### src/rtl/lsu_pkg.sv
// ----------------------------------------------------------------------------
// lsu_pkg
//   Shared types and helpers for the load/store unit.
//   mem_size_e  : access size encoding used on the request port
//   lsu_err_e   : response error code
//   lsu_state_e : LSU control states
//   be_mask     : byte-enable pattern for a size at a given lane offset
//   is_misaligned : natural-alignment test for a size
// ----------------------------------------------------------------------------
package lsu_pkg;

    typedef enum logic [1:0] {
        SIZE_BYTE   = 2'b00,
        SIZE_HALF   = 2'b01,
        SIZE_WORD   = 2'b10,
        SIZE_DOUBLE = 2'b11
    } mem_size_e;

    typedef enum logic [1:0] {
        ERR_OK       = 2'b00,
        ERR_MISALIGN = 2'b01,
        ERR_ILLEGAL  = 2'b10,
        ERR_TIMEOUT  = 2'b11
    } lsu_err_e;

    typedef enum logic [1:0] {
        IDLE   = 2'b00,
        ACCESS = 2'b01,
        RESP   = 2'b10
    } lsu_state_e;

    // Enables for the widest (64-bit) bus; narrower buses truncate the result.
    function automatic logic [7:0] be_mask(mem_size_e size, logic [2:0] off);
        logic [7:0] base;
        case (size)
            SIZE_BYTE: base = 8'h01;
            SIZE_HALF: base = 8'h03;
            SIZE_WORD: base = 8'h0F;
            default:   base = 8'hFF;
        endcase
        return base << off;
    endfunction

    function automatic logic is_misaligned(mem_size_e size, logic [2:0] a);
        case (size)
            SIZE_HALF:   return a[0];
            SIZE_WORD:   return |a[1:0];
            SIZE_DOUBLE: return |a[2:0];
            default:     return 1'b0;
        endcase
    endfunction

endpackage

### src/rtl/lsu_bus_master_if.sv
// ----------------------------------------------------------------------------
// lsu_bus_master_if
//   Groups the core request/response handshake and the data-bus signals.
//   master : the LSU side (drives req_ready, rsp_*, bus_req/we/addr/be/wdata)
//   slave  : the environment (core + bus slave) driving req_* and bus_ready/rdata
// ----------------------------------------------------------------------------
interface lsu_bus_master_if #(
    parameter int XLEN   = 32,
    parameter int ADDR_W = 32
);
    // core side
    logic              req_valid;
    logic              req_ready;
    logic              req_we;
    logic [1:0]        req_size;
    logic              req_unsigned;
    logic [ADDR_W-1:0] req_addr;
    logic [XLEN-1:0]   req_wdata;
    logic              rsp_valid;
    logic [XLEN-1:0]   rsp_rdata;
    logic [1:0]        rsp_err;
    // bus side
    logic              bus_req;
    logic              bus_we;
    logic [ADDR_W-1:0] bus_addr;
    logic [XLEN/8-1:0] bus_be;
    logic [XLEN-1:0]   bus_wdata;
    logic              bus_ready;
    logic [XLEN-1:0]   bus_rdata;

    modport master (
        input  req_valid, req_we, req_size, req_unsigned, req_addr, req_wdata,
        output req_ready, rsp_valid, rsp_rdata, rsp_err,
        output bus_req, bus_we, bus_addr, bus_be, bus_wdata,
        input  bus_ready, bus_rdata
    );

    modport slave (
        output req_valid, req_we, req_size, req_unsigned, req_addr, req_wdata,
        input  req_ready, rsp_valid, rsp_rdata, rsp_err,
        input  bus_req, bus_we, bus_addr, bus_be, bus_wdata,
        output bus_ready, bus_rdata
    );

endinterface

### src/rtl/lsu_lane_align.sv
// ----------------------------------------------------------------------------
// lsu_lane_align
//   Combinational load-data alignment: shifts the addressed byte lane down to
//   bit 0, truncates to the access size and sign- or zero-extends to XLEN.
//   rdata_i    : full-width bus read data
//   off_i      : byte offset of the access within the bus word
//   size_i     : access size
//   unsigned_i : 1 = zero-extend, 0 = sign-extend
//   data_o     : extended load result
// ----------------------------------------------------------------------------
module lsu_lane_align
    import lsu_pkg::*;
#(
    parameter int XLEN = 32
) (
    input  logic [XLEN-1:0]             rdata_i,
    input  logic [$clog2(XLEN/8)-1:0]   off_i,
    input  mem_size_e                   size_i,
    input  logic                        unsigned_i,
    output logic [XLEN-1:0]             data_o
);

    logic [XLEN-1:0] shifted;
    logic [XLEN-1:0] mask;
    logic            sign;

    assign shifted = rdata_i >> {off_i, 3'b000};

    always_comb begin
        // NOTE: every signal written here gets a value before the case so no
        // path through the block can leave it unassigned (which would infer a latch).
        mask = '1;
        sign = shifted[XLEN-1];
        case (size_i)
            SIZE_BYTE: begin
                mask = XLEN'(64'hFF);
                sign = shifted[7];
            end
            SIZE_HALF: begin
                mask = XLEN'(64'hFFFF);
                sign = shifted[15];
            end
            SIZE_WORD: begin
                mask = XLEN'(64'hFFFF_FFFF);
                sign = shifted[31];
            end
            default: ;
        endcase
        data_o = (sign && !unsigned_i) ? (shifted | ~mask) : (shifted & mask);
    end

endmodule

### src/rtl/lsu_bus_master.sv
// ----------------------------------------------------------------------------
// lsu_bus_master
//   Load/store unit between the core datapath and the data bus. Accepts one
//   request in IDLE, checks size/alignment, runs a bus access with wait states
//   and a timeout, then returns a one-cycle response.
//   clk   : clock, rising edge
//   reset : synchronous, active-low
//   lsu   : request/response handshake and bus signals (master modport)
//   XLEN 32|64, ADDR_W bus address width, TIMEOUT max ACCESS cycles (1..65535)
// ----------------------------------------------------------------------------
module lsu_bus_master
    import lsu_pkg::*;
#(
    parameter int XLEN    = 32,
    parameter int ADDR_W  = 32,
    parameter int TIMEOUT = 255
) (
    input  logic               clk,
    input  logic               reset,
    lsu_bus_master_if.master   lsu
);

    localparam int              NB       = XLEN / 8;
    localparam int              OFF_W    = $clog2(NB);
    localparam bit              HAS_DBL  = (XLEN == 64);
    localparam logic [15:0]     CNT_LAST = 16'(TIMEOUT - 1);

    lsu_state_e        state_q, state_d;
    logic              we_q, we_d;
    mem_size_e         size_q, size_d;
    logic              uns_q, uns_d;
    logic [ADDR_W-1:0] addr_q, addr_d;
    logic [XLEN-1:0]   wdata_q, wdata_d;
    logic [XLEN-1:0]   rdata_q, rdata_d;
    lsu_err_e          err_q, err_d;
    logic [15:0]       cnt_q, cnt_d;

    logic [OFF_W-1:0]  off;
    logic [XLEN-1:0]   load_data;
    mem_size_e         req_size;

    assign off      = addr_q[OFF_W-1:0];
    assign req_size = mem_size_e'(lsu.req_size);

    lsu_lane_align #(.XLEN(XLEN)) u_align (
        .rdata_i    (rdata_q),
        .off_i      (off),
        .size_i     (size_q),
        .unsigned_i (uns_q),
        .data_o     (load_data)
    );

    // NOTE: sequential state uses non-blocking assignments so every register
    // samples the pre-edge value of the others.
    always_ff @(posedge clk) begin
        if (!reset) begin
            // NOTE: the latched request and captured data are reset as well, so
            // nothing stale can reach the outputs after a reset aborts an access.
            state_q <= IDLE;
            we_q    <= 1'b0;
            size_q  <= SIZE_BYTE;
            uns_q   <= 1'b0;
            addr_q  <= '0;
            wdata_q <= '0;
            rdata_q <= '0;
            err_q   <= ERR_OK;
            cnt_q   <= '0;
        end else begin
            state_q <= state_d;
            we_q    <= we_d;
            size_q  <= size_d;
            uns_q   <= uns_d;
            addr_q  <= addr_d;
            wdata_q <= wdata_d;
            rdata_q <= rdata_d;
            err_q   <= err_d;
            cnt_q   <= cnt_d;
        end
    end

    always_comb begin
        state_d = state_q;
        we_d    = we_q;
        size_d  = size_q;
        uns_d   = uns_q;
        addr_d  = addr_q;
        wdata_d = wdata_q;
        rdata_d = rdata_q;
        err_d   = err_q;
        cnt_d   = cnt_q;

        case (state_q)
            IDLE: begin
                if (lsu.req_valid) begin
                    we_d    = lsu.req_we;
                    size_d  = req_size;
                    uns_d   = lsu.req_unsigned;
                    addr_d  = lsu.req_addr;
                    wdata_d = lsu.req_wdata;
                    // Checks use the live request fields: the latched copies
                    // are not valid until the next cycle.
                    if (!HAS_DBL && req_size == SIZE_DOUBLE) begin
                        err_d   = ERR_ILLEGAL;
                        state_d = RESP;
                    end else if (is_misaligned(req_size, lsu.req_addr[2:0])) begin
                        err_d   = ERR_MISALIGN;
                        state_d = RESP;
                    end else begin
                        err_d   = ERR_OK;
                        cnt_d   = '0;
                        state_d = ACCESS;
                    end
                end
            end
            ACCESS: begin
                // bus_ready takes priority over an expiring counter.
                if (lsu.bus_ready) begin
                    rdata_d = lsu.bus_rdata;
                    err_d   = ERR_OK;
                    state_d = RESP;
                end else if (cnt_q == CNT_LAST) begin
                    err_d   = ERR_TIMEOUT;
                    state_d = RESP;
                end else begin
                    cnt_d = cnt_q + 16'd1;
                end
            end
            RESP:    state_d = IDLE;
            default: state_d = IDLE;
        endcase
    end

    // Outputs depend on registered state only, so they are stable for a whole cycle.
    always_comb begin
        lsu.req_ready = (state_q == IDLE);
        lsu.bus_req   = 1'b0;
        lsu.bus_we    = 1'b0;
        lsu.bus_addr  = '0;
        lsu.bus_be    = '0;
        lsu.bus_wdata = '0;
        lsu.rsp_valid = 1'b0;
        lsu.rsp_err   = ERR_OK;
        lsu.rsp_rdata = '0;

        if (state_q == ACCESS) begin
            lsu.bus_req   = 1'b1;
            lsu.bus_we    = we_q;
            lsu.bus_addr  = {addr_q[ADDR_W-1:OFF_W], {OFF_W{1'b0}}};
            lsu.bus_be    = NB'(be_mask(size_q, 3'(off)));
            lsu.bus_wdata = wdata_q << {off, 3'b000};
        end

        if (state_q == RESP) begin
            lsu.rsp_valid = 1'b1;
            lsu.rsp_err   = err_q;
            if (!we_q && err_q == ERR_OK) begin
                lsu.rsp_rdata = load_data;
            end
        end
    end

endmodule

### src/flat_wrapper.sv
// flat-port wrapper written by rule: the top's interface ports become plain ports
module lsu_bus_master_flat import lsu_pkg::*;
#(
    parameter int XLEN    = 32,
    parameter int ADDR_W  = 32,
    parameter int TIMEOUT = 255
)
  (clk, reset, lsu_req_valid, lsu_req_we, lsu_req_size, lsu_req_unsigned, lsu_req_addr, lsu_req_wdata, lsu_req_ready, lsu_rsp_valid, lsu_rsp_rdata, lsu_rsp_err, lsu_bus_req, lsu_bus_we, lsu_bus_addr, lsu_bus_be, lsu_bus_wdata, lsu_bus_ready, lsu_bus_rdata);
  lsu_bus_master_if #(.XLEN(XLEN), .ADDR_W(ADDR_W)) lsu_i ();
  input  logic clk;
  input  logic reset;
  input wire logic [$bits(lsu_i.req_valid)-1:0] lsu_req_valid;
  input wire logic [$bits(lsu_i.req_we)-1:0] lsu_req_we;
  input wire logic [$bits(lsu_i.req_size)-1:0] lsu_req_size;
  input wire logic [$bits(lsu_i.req_unsigned)-1:0] lsu_req_unsigned;
  input wire logic [$bits(lsu_i.req_addr)-1:0] lsu_req_addr;
  input wire logic [$bits(lsu_i.req_wdata)-1:0] lsu_req_wdata;
  output wire logic [$bits(lsu_i.req_ready)-1:0] lsu_req_ready;
  output wire logic [$bits(lsu_i.rsp_valid)-1:0] lsu_rsp_valid;
  output wire logic [$bits(lsu_i.rsp_rdata)-1:0] lsu_rsp_rdata;
  output wire logic [$bits(lsu_i.rsp_err)-1:0] lsu_rsp_err;
  output wire logic [$bits(lsu_i.bus_req)-1:0] lsu_bus_req;
  output wire logic [$bits(lsu_i.bus_we)-1:0] lsu_bus_we;
  output wire logic [$bits(lsu_i.bus_addr)-1:0] lsu_bus_addr;
  output wire logic [$bits(lsu_i.bus_be)-1:0] lsu_bus_be;
  output wire logic [$bits(lsu_i.bus_wdata)-1:0] lsu_bus_wdata;
  input wire logic [$bits(lsu_i.bus_ready)-1:0] lsu_bus_ready;
  input wire logic [$bits(lsu_i.bus_rdata)-1:0] lsu_bus_rdata;
  assign lsu_i.req_valid = lsu_req_valid;
  assign lsu_i.req_we = lsu_req_we;
  assign lsu_i.req_size = lsu_req_size;
  assign lsu_i.req_unsigned = lsu_req_unsigned;
  assign lsu_i.req_addr = lsu_req_addr;
  assign lsu_i.req_wdata = lsu_req_wdata;
  assign lsu_req_ready = lsu_i.req_ready;
  assign lsu_rsp_valid = lsu_i.rsp_valid;
  assign lsu_rsp_rdata = lsu_i.rsp_rdata;
  assign lsu_rsp_err = lsu_i.rsp_err;
  assign lsu_bus_req = lsu_i.bus_req;
  assign lsu_bus_we = lsu_i.bus_we;
  assign lsu_bus_addr = lsu_i.bus_addr;
  assign lsu_bus_be = lsu_i.bus_be;
  assign lsu_bus_wdata = lsu_i.bus_wdata;
  assign lsu_i.bus_ready = lsu_bus_ready;
  assign lsu_i.bus_rdata = lsu_bus_rdata;
  lsu_bus_master #(.XLEN(XLEN), .ADDR_W(ADDR_W), .TIMEOUT(TIMEOUT)) u_core (.clk(clk), .reset(reset), .lsu(lsu_i));
endmodule
### config.mk
export PLATFORM = sky130hd
export DESIGN_NAME = lsu_bus_master_flat
export DESIGN_NICKNAME = d
export VERILOG_FILES = /design/src/rtl/lsu_pkg.sv /design/src/rtl/lsu_bus_master_if.sv /design/src/rtl/lsu_lane_align.sv /design/src/rtl/lsu_bus_master.sv /design/src/flat_wrapper.sv
export SDC_FILE = /design/constraint.sdc
export NUM_CORES = 1
export LEC_CHECK = 0
export ABC_AREA = 1
export BUFFER_PORTS_ARGS = -buffer_cell sky130_fd_sc_hd__buf_2
export CAP_MARGIN = 20
export CORE_MARGIN = 4
export CORE_UTILIZATION = 31
export CTS_BUF_LIST = sky130_fd_sc_hd__clkbuf_16
export DETAILED_ROUTE_END_ITERATION = 10
export PLACE_DENSITY = 0.6
export RECOVER_POWER = 25
export REMOVE_ABC_BUFFERS = 1
export SYNTH_ARGS = -nofsm -noshare
export SYNTH_HDL_FRONTEND = slang
export SYNTH_SLANG_ARGS = --single-unit
### constraint.sdc
create_clock -name clk -period 1.5 [get_ports clk]
set_input_delay 0.15 -clock clk [delete_from_list [all_inputs] [get_ports clk]]
set_output_delay 0.15 -clock clk [all_outputs]
set_load 0.03 [all_outputs]
==> flow_summary_export.csv <==
group,metric,value,unit
status,status,"complete, but fails checks",
status,violations,"negative setup slack",
global_route,grt_pass1_wl,38800,um
timing,fin_skew,0.00750,ns
cells_and_area,fin_util,62.2,%
worst_setup_path,worstPathArrival,1.87,ns
global_route,grt_max_degree,89,
pwr,p_seq_share,31.3,%
die,die_h,150,um
worst_setup_path,worst-setup-path-type,"flip-flop to output port",
synthesis,yosysTopAreaCell,"dfxtp_1",
clock_tree,cts-buffers-inserted,17,
global_route,grt_pass1_vias,7534,
worst_setup_path,worstPathMaxFanout,15,
clock_tree,cts_htree_levels,4,
place,placedInstanceArea,8020,um^2
min_path,hold_class,"input port to flip-flop",
worst_setup_path,regToRegSetupSlack,-0.16,ns
global_route,grt.total_usage,21.8,%
cells_and_area,area_delta_synth_final,95.0,%
pwr,internal-power,7.72,mW
synthesis,ys_seq_area_share,38.3,%
pwr,comb_power_share,31.4,%
pwr,switching_share,32.7,%
routing,totalWireLength,28800,um
synthesis,syn_area,6270,um^2
timing,slew_viol_final,0,
place,hpwl,14600,um
timing,fin_crit_sh,135,%
timing,rsz0062_at_grt,"yes",
synthesis,synth_top_area_share,38.3,%
cells_and_area,fin_nets,1414,
routing,drt_iter0_drc,556,
die,initial_utilization,31.9,%
min_path,min_path_cells,3,
timing,max_freq,0.495,GHz
global_route,grt_overflow_total,0,
routing,firstDrtPassIters,5,
worst_setup_path,crit_path_end_kind,"output port",
timing,hold_viol,0,
clock_tree,cts.sinks,120,
worst_setup_path,worstRegToRegCells,9,
die,num_io_pins,210,
pwr,clkPwrFrac,37.3,%
synthesis,synth.distinct_cells,31,
place,port_buffers,207,
timing,finalSetupViolations,197,
pwr,p_leak,5.03,nW
pwr,power.net_switching,3.76,mW
worst_setup_path,timing.rr.end,"u_core.wdata_q[0]",
die,placementRows,51,
synthesis,avgSynthCellArea,6.63,um^2
timing,min_period,2.02,ns
timing,whs,0.000878,ns
worst_setup_path,endpoint,"lsu_bus_wdata[16]",
worst_setup_path,cp_data_required_time,1.35,ns
timing,post-route-worst-setup-slack,-0.520,ns
pwr,p_per_area,939,nW/um^2
global_route,antenna_found_initial,1,
synthesis,ys_warn_count,0,
cells_and_area,fin_cells,1585,
worst_setup_path,r2r-start,"u_core.state_q[0]",
pwr,power,11.5,mW
routing,drc,0,
worst_setup_path,crit_start,"u_core.addr_q[0]",
clock_tree,clk_pin_slew,0.06,ns
routing,via_count,8051,
cells_and_area,design_area,12200,um^2
cells_and_area,layout-drive-gt1-share,46.4,%
routing,detail-route-antenna-nets,0,
place,pre_cts_ws,-0.304,ns
clock_tree,clk_latency,0.42,ns
clock_tree,clockBufferDepth,2,
synthesis,netlist_instances,945,
worst_setup_path,cp-start-kind,"flip-flop",
clock_tree,cts_root_buf,"clkbuf_16",
routing,vias_per_cell,5.08,
place,placed_cells,1436,
synthesis,ys_ff_latch,120,
clock_tree,cts_tree,"built",
die,die_w,150,um
die,core-area,19700,um^2
synthesis,yosys-top-cells-area,"dfxtp_1 (38%), nor2_1 (11%), o21ai_0 (11%)",
routing,wl_per_cell,18.2,um
run,drv_cap,0,
place,gp_congestion,0.875,
pwr,vdd_drop_max,0.755,mV
timing,tns,-39.83,ns
die,die_area,22600,um^2
sequential cells by signal, summed over array words and instances, names as in the netlist, 2 cells and up:
signal          cells
u_core.cnt_q       16
u_core.rdata_q     32
u_core.state_q      2
u_core.err_q        2
u_core.size_q       2
u_core.addr_q      32
u_core.wdata_q     32
area by class of cell:
cell class / instances / area (um^2)
Clock inverter: 15 / 186
Sequential cell: 120 / 2410
Timing Repair Buffer: 401 / 3930
Inverter: 107 / 437
Antenna cell: 2 / 5.00
Fill cell: 1645 / 7430
Clock buffer: 17 / 425
Tap cell: 265 / 332
Multi-Input combinational cell: 658 / 4490
worst max-delay path, stage by stage (launching register included):
cell       delay, ns
dfxtp_4         0.40
buf_6           0.13
bufbuf_16       0.31
nor2_1          0.10
o32ai_2         0.29
buf_4           0.21
synth_stat cells, drive strengths merged:
cell    number
nor2       203
o21ai      144
nand2      128
dfxtp      120
a21oi      115
inv        106
clkbuf      34
nand3       33
buf         28
o32ai       16
ha           5
nand4        3
nor3         3
xor2         2
a221oi       1
a31oi        1
clkinv       1
conb         1
nand3b       1
power groups by stage:
| stage | clock network, mW | registers [mW] | logic (mW) |
|---|---|---|---|
| 3_5_place_dp | 0 | 3.62 | 1.97 |
| 3_3_place_gp | 0 | 3.61 | 1.96 |
| 2_1_floorplan | 0 | 3.63 | 1.11 |
| 4_1_cts | 4.34 | 3.56 | 2.96 |
| 6_report | 4.28 | 3.59 | 3.61 |
| 5_1_grt | 4.50 | 3.61 | 3.82 |
placed cells by master, fill, tap and decap left out, drive strengths merged, types with 28 or more instances in the layout:
cell | Yosys | routed
buf | 28 | 327
nor2 | 203 | 203
o21ai | 144 | 144
nand2 | 128 | 129
dfxtp | 120 | 120
a21oi | 115 | 115
inv | 106 | 108
dlygate4sd3 | 0 | 62
nand3 | 33 | 33
clkbuf | 34 | 28
kinds of logic after synthesis:
| logic type | share of synthesized area (%) |
|---|---|
| simple gates | 25.8 |
| compound gates | 23.3 |
| buf+inv | 11.3 |
| flops | 38.3 |
| fa+ha+maj | 0.998 |
| xor+xnor | 0.280 |
| other cells | 0.0598 |
worst min-delay path by stage:
| stage | start | endpoint |
|---|---|---|
| 2_1_floorplan | reset | u_core.err_q[0] |
| 3_3_place_gp | lsu_req_wdata[30] | u_core.wdata_q[30] |
| 3_5_place_dp | lsu_req_wdata[30] | u_core.wdata_q[30] |
| 4_1_cts | lsu_req_addr[3] | u_core.addr_q[3] |
| 5_1_grt | lsu_bus_rdata[10] | u_core.rdata_q[10] |
| 6_report | lsu_req_addr[3] | u_core.addr_q[3] |
per-layer routing:
layer	share of wire [%]	track usage, %	wire (um)
met1	41	26.4	11700
met2	51	38.2	14600
met3	6.6	5.00	1900
met4	2.1	7.23	605
met5	0	0	0
repair_timing:
item / in CTS / in global routing
endpoints found under the hold margin: 56 / 6
gates cloned: 13 / 12
buffers inserted: 19 / 20
setup endpoints to repair: 119 / 182
pin swaps: 38 / 43
hold buffers: 56 / 6
gates resized for setup: 412 / 280
(Power assumes the default switching activity.)
